**src/rtl/alu_exec_unit.sv**
```systemverilog
// Execute-stage ALU with valid/ready handshakes on both sides.
// Shifts run iteratively, up to SHIFT_STEP bits per cycle. Every other
// operation, and any shift by zero, completes in a single cycle.
//
//   state   | meaning
//   --------+--------------------------------------------------------------
//   S_IDLE  | accepts a new operation when the output register is free
//   S_SHIFT | iterating a shift; sh_cnt holds the bits still to be shifted
module alu_exec_unit #(
  parameter int DATA_WIDTH = 32,
  parameter int SHIFT_STEP = 1
) (
  input  logic                  clk_i,
  input  logic                  rst_n_i,
  input  logic                  flush_i,
  input  logic                  in_valid_i,
  output logic                  in_ready_o,
  input  logic [3:0]            alu_control_i,
  input  logic [DATA_WIDTH-1:0] op_a_i,
  input  logic [DATA_WIDTH-1:0] op_b_i,
  input  logic [4:0]            rd_addr_i,
  output logic                  out_valid_o,
  input  logic                  out_ready_i,
  output logic [DATA_WIDTH-1:0] result_o,
  output logic                  zero_o,
  output logic [4:0]            rd_addr_o
);

  localparam int SW = $clog2(DATA_WIDTH);
  localparam logic [SW-1:0] STEP = SW'(SHIFT_STEP);

  typedef enum logic {S_IDLE, S_SHIFT} state_t;
  typedef enum logic [1:0] {SH_LL, SH_RL, SH_RA} sh_kind_t;

  state_t                state;
  sh_kind_t              sh_kind;
  logic [DATA_WIDTH-1:0] sh_val;
  logic [4:0]            sh_tag;
  logic [SW-1:0]         sh_cnt;

  logic [SW-1:0]         shamt;
  logic                  is_shift;
  logic                  accept;
  sh_kind_t              ctrl_kind;
  logic [DATA_WIDTH-1:0] alu_res;
  logic [SW-1:0]         step;
  logic [SW-1:0]         sh_next_cnt;
  logic [DATA_WIDTH-1:0] sh_next_val;

  function automatic logic [DATA_WIDTH-1:0] shift_by(input sh_kind_t kind,
                                                     input logic [DATA_WIDTH-1:0] v,
                                                     input logic [SW-1:0] amt);
    logic signed [DATA_WIDTH-1:0] sv;
    sv = $signed(v);
    case (kind)
      SH_LL:   return v << amt;
      SH_RL:   return v >> amt;
      default: return sv >>> amt;
    endcase
  endfunction

  assign shamt      = op_b_i[SW-1:0];
  assign is_shift   = (alu_control_i == 4'b0101) || (alu_control_i == 4'b0110) ||
                      (alu_control_i == 4'b0111);
  assign in_ready_o = (state == S_IDLE) && !flush_i && (!out_valid_o || out_ready_i);
  assign accept     = in_valid_i && in_ready_o;

  // Shift flavour derived from the opcode, used both for one-cycle and iterative shifts
  always_comb begin
    ctrl_kind = SH_RA;
    if (alu_control_i == 4'b0101) ctrl_kind = SH_LL;
    else if (alu_control_i == 4'b0110) ctrl_kind = SH_RL;
  end

  // Single-cycle result; codes 1010-1111 fall through to ADD
  always_comb begin
    alu_res = op_a_i + op_b_i;
    case (alu_control_i)
      4'b0001: alu_res = op_a_i - op_b_i;
      4'b0010: alu_res = op_a_i & op_b_i;
      4'b0011: alu_res = op_a_i | op_b_i;
      4'b0100: alu_res = op_a_i ^ op_b_i;
      4'b0101, 4'b0110, 4'b0111: alu_res = shift_by(ctrl_kind, op_a_i, shamt);
      4'b1000: alu_res = DATA_WIDTH'($signed(op_a_i) < $signed(op_b_i));
      4'b1001: alu_res = DATA_WIDTH'(op_a_i < op_b_i);
      default: alu_res = op_a_i + op_b_i;
    endcase
  end

  // One iteration of the shifter: min(cnt, STEP) bits this cycle
  always_comb begin
    step        = (sh_cnt < STEP) ? sh_cnt : STEP;
    sh_next_cnt = sh_cnt - step;
    sh_next_val = shift_by(sh_kind, sh_val, step);
  end

  // FSM, shifter registers and output register
  always_ff @(posedge clk_i or negedge rst_n_i) begin
    if (!rst_n_i) begin
      state       <= S_IDLE;
      sh_kind     <= SH_LL;
      sh_val      <= '0;
      sh_tag      <= '0;
      sh_cnt      <= '0;
      out_valid_o <= 1'b0;
      result_o    <= '0;
      zero_o      <= 1'b1;
      rd_addr_o   <= '0;
    end else if (flush_i) begin
      // result_o/zero_o/rd_addr_o deliberately keep their last value
      state       <= S_IDLE;
      sh_cnt      <= '0;
      out_valid_o <= 1'b0;
    end else begin
      if (out_valid_o && out_ready_i) out_valid_o <= 1'b0;
      case (state)
        S_IDLE: begin
          if (accept) begin
            if (is_shift && (shamt != '0)) begin
              sh_val  <= op_a_i;
              sh_kind <= ctrl_kind;
              sh_tag  <= rd_addr_i;
              sh_cnt  <= shamt;
              state   <= S_SHIFT;
            end else begin
              result_o    <= alu_res;
              zero_o      <= (alu_res == '0);
              rd_addr_o   <= rd_addr_i;
              out_valid_o <= 1'b1;
            end
          end
        end
        S_SHIFT: begin
          sh_val <= sh_next_val;
          sh_cnt <= sh_next_cnt;
          if (sh_next_cnt == '0) begin
            result_o    <= sh_next_val;
            zero_o      <= (sh_next_val == '0);
            rd_addr_o   <= sh_tag;
            out_valid_o <= 1'b1;
            state       <= S_IDLE;
          end
        end
      endcase
    end
  end

endmodule
```
**config.mk**
```make
export PLATFORM = sky130hd
export DESIGN_NAME = alu_exec_unit
export DESIGN_NICKNAME = d
export VERILOG_FILES = /design/src/rtl/alu_exec_unit.sv
export SDC_FILE = /design/constraint.sdc
export NUM_CORES = 1
export LEC_CHECK = 0
export CAP_MARGIN = 20
export CORE_ASPECT_RATIO = 2
export CORE_MARGIN = 2
export CORE_UTILIZATION = 66
export CTS_CLUSTER_SIZE = 24
export DETAILED_ROUTE_END_ITERATION = 16
export GPL_TIMING_DRIVEN = 0
export PLACE_DENSITY_LB_ADDON = 0.2
export SYNTH_ARGS = -nofsm -noshare
export SYNTH_HDL_FRONTEND = slang
export SYNTH_SLANG_ARGS = --single-unit
```
**constraint.sdc**
```tcl
create_clock -name clk_i -period 6.2 [get_ports clk_i]
set_input_delay 1.24 -clock clk_i [delete_from_list [all_inputs] [get_ports clk_i]]
set_output_delay 1.24 -clock clk_i [all_outputs]
set_load 0.01 [all_outputs]
```
==> out/summary.log, run 1 <==
INFO  outcome        status=did not finish
INFO  synth          yosys.cell_types.count=93
INFO  synth          synth_compound_gate_area_share=31.09%
INFO  synth          synth-edff-count=0
INFO  grt            grt_start_max_net_pins=58
INFO  clocking       h-tree-depth=3
INFO  placement      pre_cts_slack=-2.183ns
INFO  clocking       cts_root_buf=clkbuf_16
INFO  synth          ys_dominant_reg_cell=dfrtp_1
INFO  synth          synth.area.mux_share=16.68%
INFO  synth          average_size_of_a_mapped_cell=7.225squm
INFO  synth          synth_xor_xnor_area_share=0.3594%
INFO  clocking       holdBufCountCts=0
INFO  clocking       max-clock-path-buffers=2
INFO  synth          synth.yosys.seq_area_share=14.38%
INFO  placement      port_buffers=117
INFO  synth          netlist_area=0.01462sqmm
INFO  floorplanning  fp-row-count=77
INFO  synth          largest_family_of_logic_cells_by_synthesized_area=compound AO/OA/AOI/OAI gates
INFO  placement      place_area=0.01619sqmm
INFO  grt            vias_in_the_first_global_route=21.73k
INFO  grt            grt_first_pass_wirelength=144200microns
INFO  synth          postSynth.asyncResetShare=100.0%
INFO  synth          post_synth_and_or_nand_nor_area_fraction=21.51%
INFO  outcome        firstError=[ERROR GRT-0116] Global routing finished with congestion. Check the congestion regions in the DRC Viewer.
INFO  floorplanning  ioPinCount=118
INFO  synth          post_synth_inst_count=2024
INFO  placement      place.detailed.hpwl=59890microns
INFO  floorplanning  effective_utilization_at_floorplan=66.57%
INFO  floorplanning  floorplan.die.height=214.5microns
INFO  placement      place_congestion=1.725
INFO  synth          number_of_nets_produced_by_synthesis=2202
INFO  floorplanning  die_outline_width=109.3microns
INFO  synth          synth.yosys.warnings=0
INFO  synth          post_synth_fa_ha_maj_area_fraction=8.659%
INFO  synth          ys_ff_latch=84
INFO  grt            globalRouteOverflowTotal=773
INFO  outcome        lastStage=global routing
INFO  clocking       cts_buffers=9
INFO  grt            groute.usage.overall=79.31%
INFO  clocking       cts_sinks=84
-- per-layer routing --
layer  global-route usage (%)  GRT overflow
met2                    98.34           454
met5                    29.69             5
met1                    76.62            24
met3                    59.45            24
met4                    83.38           266
-- cell usage after synthesis (7+ instances only) --
library cell  number  area, sq um
a211o_1            8        70.07
a211oi_1          23        172.7
a21boi_0          12        90.09
a21o_1            18        135.1
a21oi_1          144        720.7
a221oi_1          23        201.4
a22oi_1           24        180.2
a311oi_1           9        78.83
a31oi_1           32        200.2
and2_1            15        93.84
and3_1            17        106.4
buf_1             16        60.06
buf_2             19        95.09
clkbuf_1         118        442.9
dfrtp_1           83         2077
ha_1              98         1226
inv_1            106        397.9
mux2_2            38        427.9
mux2i_1          102         1021
mux4_2            39        878.3
nand2_1          273         1025
nand2b_1          15        93.84
nand3_1           44        220.2
nand4_1           15        93.84
nor2_1           165        619.3
nor2b_1           25        156.4
nor3_1            39        195.2
nor4_1            18        112.6
o2111ai_1          8        70.07
o211a_1            8        80.08
o211ai_1          30        225.2
o21a_1            15        112.6
o21ai_0          200         1001
o21ai_1            7        35.03
o21bai_1          10        75.07
o221ai_1          16        140.1
o22ai_1           17        106.4
o31ai_1           12        90.09
o32ai_1           11        96.34
or2_2             11        68.82
or3_1             10        62.56
-- stage by stage --
stage | util, % | instances | hold slack [ns]
4_1_cts | 75.47 | 2435 | 0.4720
3_5_place_dp | 73.68 | 2420 | 0.4582
3_3_place_gp | 73.47 | 2417 | 0.4514
2_1_floorplan | - | 2024 | 0.4454
-- kinds of logic after synthesis --
family / Yosys count
muxes: 188
and+or+nand+nor: 681
DFF: 84
AOI/OAI and AO/OA: 696
xor gates and xnor gates: 6
adders and majority gates: 100
buffers and inverters: 269
-- repair_timing --
item                                    CTS
endpoints found under the setup margin   25
pin swaps                                 1
resized for setup                        36
setup buffers                             1
==> run 2: changes to the inputs <==
CORE_ASPECT_RATIO = default   (was 2)
CORE_UTILIZATION = 40   (was 66)
CTS_CLUSTER_SIZE = default   (was 24)
PLACE_DENSITY_LB_ADDON = 0.15   (was 0.2)
==> run 2 against run 1 <==
Effect of this change:
- the flow now finishes, with violations (setup timing)
- synthesized cell count is the same
- synthesized area is the same
==> out/summary.log, run 2 <==
INFO  outcome        status=complete, but fails checks
INFO  outcome        violations=setup timing
INFO  grt            grt_antenna_before_repair=3
INFO  synth          average_size_of_a_mapped_cell=7.225squm [unchanged]
INFO  layout         fillers=3739
INFO  grt            groute.usage.overall=46.43%
INFO  grt            grt_first_pass_wirelength=127800microns
INFO  worst_setup_path arrival=6.64ns
INFO  worst_setup_path type_of_origin_of_the_critical_path=primary input
INFO  synth          synth_top_area_share=14.20% [unchanged]
INFO  floorplanning  effective_utilization_at_floorplan=40.23% [-26 points]
INFO  route          drt_drc_violations_left=0
INFO  floorplanning  floorplan.die.height=195.2microns [-9.0%]
INFO  route          drt-vias-per-instance=7.140
INFO  route          drt_iter0_markers=2974
INFO  layout         post_route_cells_drive_above_1_share=8.603%
INFO  route          antenna_left=0
INFO  layout         utilization_after_layout=46.61%
INFO  layout         final-instance-count-excl-fill=2634
INFO  power          static-leakage-power=6.972nW
INFO  placement      port_buffers=117 [unchanged]
INFO  layout         top_regs=result_o (32), sh_val (32)
INFO  placement      dp_cells=2614 [+8.0%]
INFO  clocking       cts_sinks=84 [unchanged]
INFO  synth          yosys.cell_types.count=93 [unchanged]
INFO  clocking       cts_tree=built
INFO  floorplanning  fp-row-count=70 [-9.1%]
INFO  route          wl_per_cell=34.53microns
INFO  layout         syn2layout_area_growth=15.85%
INFO  synth          ys_dominant_reg_cell=dfrtp_1
INFO  synth          postSynth.asyncResetShare=100.0% [unchanged]
INFO  job            number_of_max_cap_violations=0
INFO  floorplanning  ioPinCount=118 [unchanged]
INFO  layout         layout.nets=2335
INFO  synth          number_of_nets_produced_by_synthesis=2202 [unchanged]
INFO  sta            tns=-0.1912ns
INFO  synth          synth-edff-count=0 [unchanged]
INFO  clocking       cts_buffers=9 [unchanged]
INFO  grt            globalRouteOverflowTotal=0
INFO  synth          top_cell_types_by_occurrence_after_synthesis=nand2_1, o21ai_0, nor2_1
INFO  grt            vias_in_the_first_global_route=17.38k
INFO  route          drt-total-wl=90950microns
INFO  route          detailedRoute.firstPassIterationCount=7
INFO  sta            worst_slew_pin_slew=1.250ns
INFO  synth          synth.yosys.warnings=0 [unchanged]
INFO  layout         most-common-layout-cells=nand2_1, o21ai_0, nor2_1, a21oi_1, clkdlybuf4s50_1
INFO  sta            post-route-period-util=102.6%
INFO  sta            setup_viol=3
INFO  layout         postLayoutCellArea=0.01694sqmm
INFO  sta            fmaxAchievable=0.1572GHz
INFO  sta            final-max-slew-violation-count=0
INFO  sta            finalHoldWorstSlack=0.4724ns
INFO  clocking       cts_root_buf=clkbuf_16
INFO  power          ir_drop=0.1501mV
INFO  floorplanning  die_outline_width=195.2microns [+79%]
INFO  power          power_per_cell_area=198.2mW/mm^2
INFO  worst_setup_path critical_path.max_fanout=10
INFO  sta            final_hold_violating_endpoints=0
INFO  clocking       clk-insertion-delay-late=0.36ns
INFO  worst_hold_path holdCritPathClass=reg -> reg
INFO  synth          synth.yosys.seq_area_share=14.38% [unchanged]
INFO  synth          synth.top_cells.by_area=dfrtp_1, ha_1, nand2_1
INFO  clocking       h-tree-depth=3 [unchanged]
INFO  route          detailroute.via_count=18.81k
INFO  sta            time_the_worst_path_needs_with_i_o_delays_and_setup=6.362ns
INFO  power          power.total=3.358mW
INFO  clocking       clk_pin_slew_worst_paths=0.07ns
INFO  sta            grt_setup_unrepaired=yes
INFO  floorplanning  core_area=0.03635sqmm
INFO  sta            timing.clock.skew=0.009822ns
INFO  clocking       max-clock-path-buffers=2 [unchanged]
INFO  layout         layout.cells.most_common=nand2_1
INFO  grt            grt_start_max_net_pins=62
INFO  synth          post_synth_inst_count=2024 [unchanged]
INFO  placement      pre_cts_slack=-2.071ns [+0.1116 ns]
INFO  worst_setup_path critical_path.endpoint_type=flop
INFO  synth          synth_largest_area_cell=dfrtp_1
INFO  placement      place_congestion=1.118 [-35%]
INFO  synth          synth.most_common_cell=nand2_1
INFO  synth          ys_ff_latch=84 [unchanged]
INFO  placement      place_area=0.01644sqmm [+1.6%]
INFO  worst_setup_path worst-endpoint-required=6.48ns
INFO  synth          netlist_area=0.01462sqmm [unchanged]
INFO  placement      place.detailed.hpwl=70910microns [+18%]
INFO  sta            final_critical_path_setup_slack=-0.1622ns
INFO  sta            relSlewSlack=16.40%
INFO  clocking       holdBufCountCts=0 [unchanged]
INFO  floorplanning  fp.dieArea=0.03810sqmm
INFO  worst_setup_path critical_path_start_end_classification=in -> reg
==> run 2: cell counts after synthesis <==
Identical to the previous run, type by type.
==> run 2: where the power goes <==
part | switching [mW] | internal, mW | leakage (nW) | total (mW)
registers | 0.134 | 0.698 | 1.05 | 0.832
clock network | 0.255 | 0.279 | 0.136 | 0.534
logic | 1.28 | 0.715 | 5.78 | 1.99
==> run 2: cell families (layout without fill, tap and decap cells) <==
group           count (synthesis)  in the layout  synth area share (%)
fa+ha+maj                     100            100                 8.659
other cells                     0              4                     0
flops                          84             84                 14.38
mux                           188            188                 16.68
buf+inv                       269            407                 7.324
compound gates                696            696                 31.09
xor+xnor                        6              6                0.3594
simple gates                  681            681                 21.51
==> run 2: cell type report <==
type	instances	area [sq um]	area share (%)
multi-input combinational	1671	11620	68.57
sequential	84	2103	12.42
timing repair buffer	123	1234	7.282
buffer	158	684.4	4.040
tap	468	585.6	3.456
inverter	110	422.9	2.496
clock buffer	9	225.2	1.329
clock inverter	7	60.06	0.3545
antenna	4	10.01	0.05908
==> run 2: worst max-delay path, cell delays in order <==
cell and delay (ns):
clkdlybuf4s50_1 0.76, buf_6 0.34, inv_1 0.63, ha_1 0.49, nand2b_1 0.20, nand2_1 0.07, o22ai_1 0.35, o211ai_1 0.31
and4b_1 0.47, a221oi_1 0.29, a2bb2oi_1 0.87, nor4_2 0.15, nand4_1 0.17, nor4_1 0.07, nand4_1 0.14, o31ai_1 0.08
==> run 2: final timing paths <==
path / start / endpoint / slack, ns / depth (start not counted)
max in group asynchronous: rst_n_i / sh_tag[4]$_DFFE_PN0P_ / 4.78 / 2
min reg2reg: result_o[20]$_DFFE_PN0P_ / result_o[20]$_DFFE_PN0P_ / 0.47 / 2
max: op_b_i[0] / zero_o$_DFFE_PN1P_ / -0.16 / 16
min: result_o[20]$_DFFE_PN0P_ / result_o[20]$_DFFE_PN0P_ / 0.47 / 2
max reg2reg: sh_cnt[1]$_DFFE_PN0P_ / zero_o$_DFFE_PN1P_ / 2.53 / 15
min in group asynchronous: rst_n_i / result_o[8]$_DFFE_PN0P_ / 0.80 / 1
==> run 2: repair_timing <==
item	4_1_cts	5_1_grt
gates cloned	0	0
pin swaps	0	2
endpoints found under the hold margin	0	0
resized for setup	29	28
buffers inserted	0	1
endpoints found under the setup margin	30	7
==> run 2: layer usage <==
layer	share of wire [%]	global-route usage [%]	vias up	routed length, microns
li1	-	-	7797	-
met1	37	57.86	9029	33940
met2	40	66.56	1531	36190
met3	14	16.48	445	12420
met4	9.1	32.37	6	8304
met5	0.090	1.149	-	82
(Power assumes the default switching activity.)
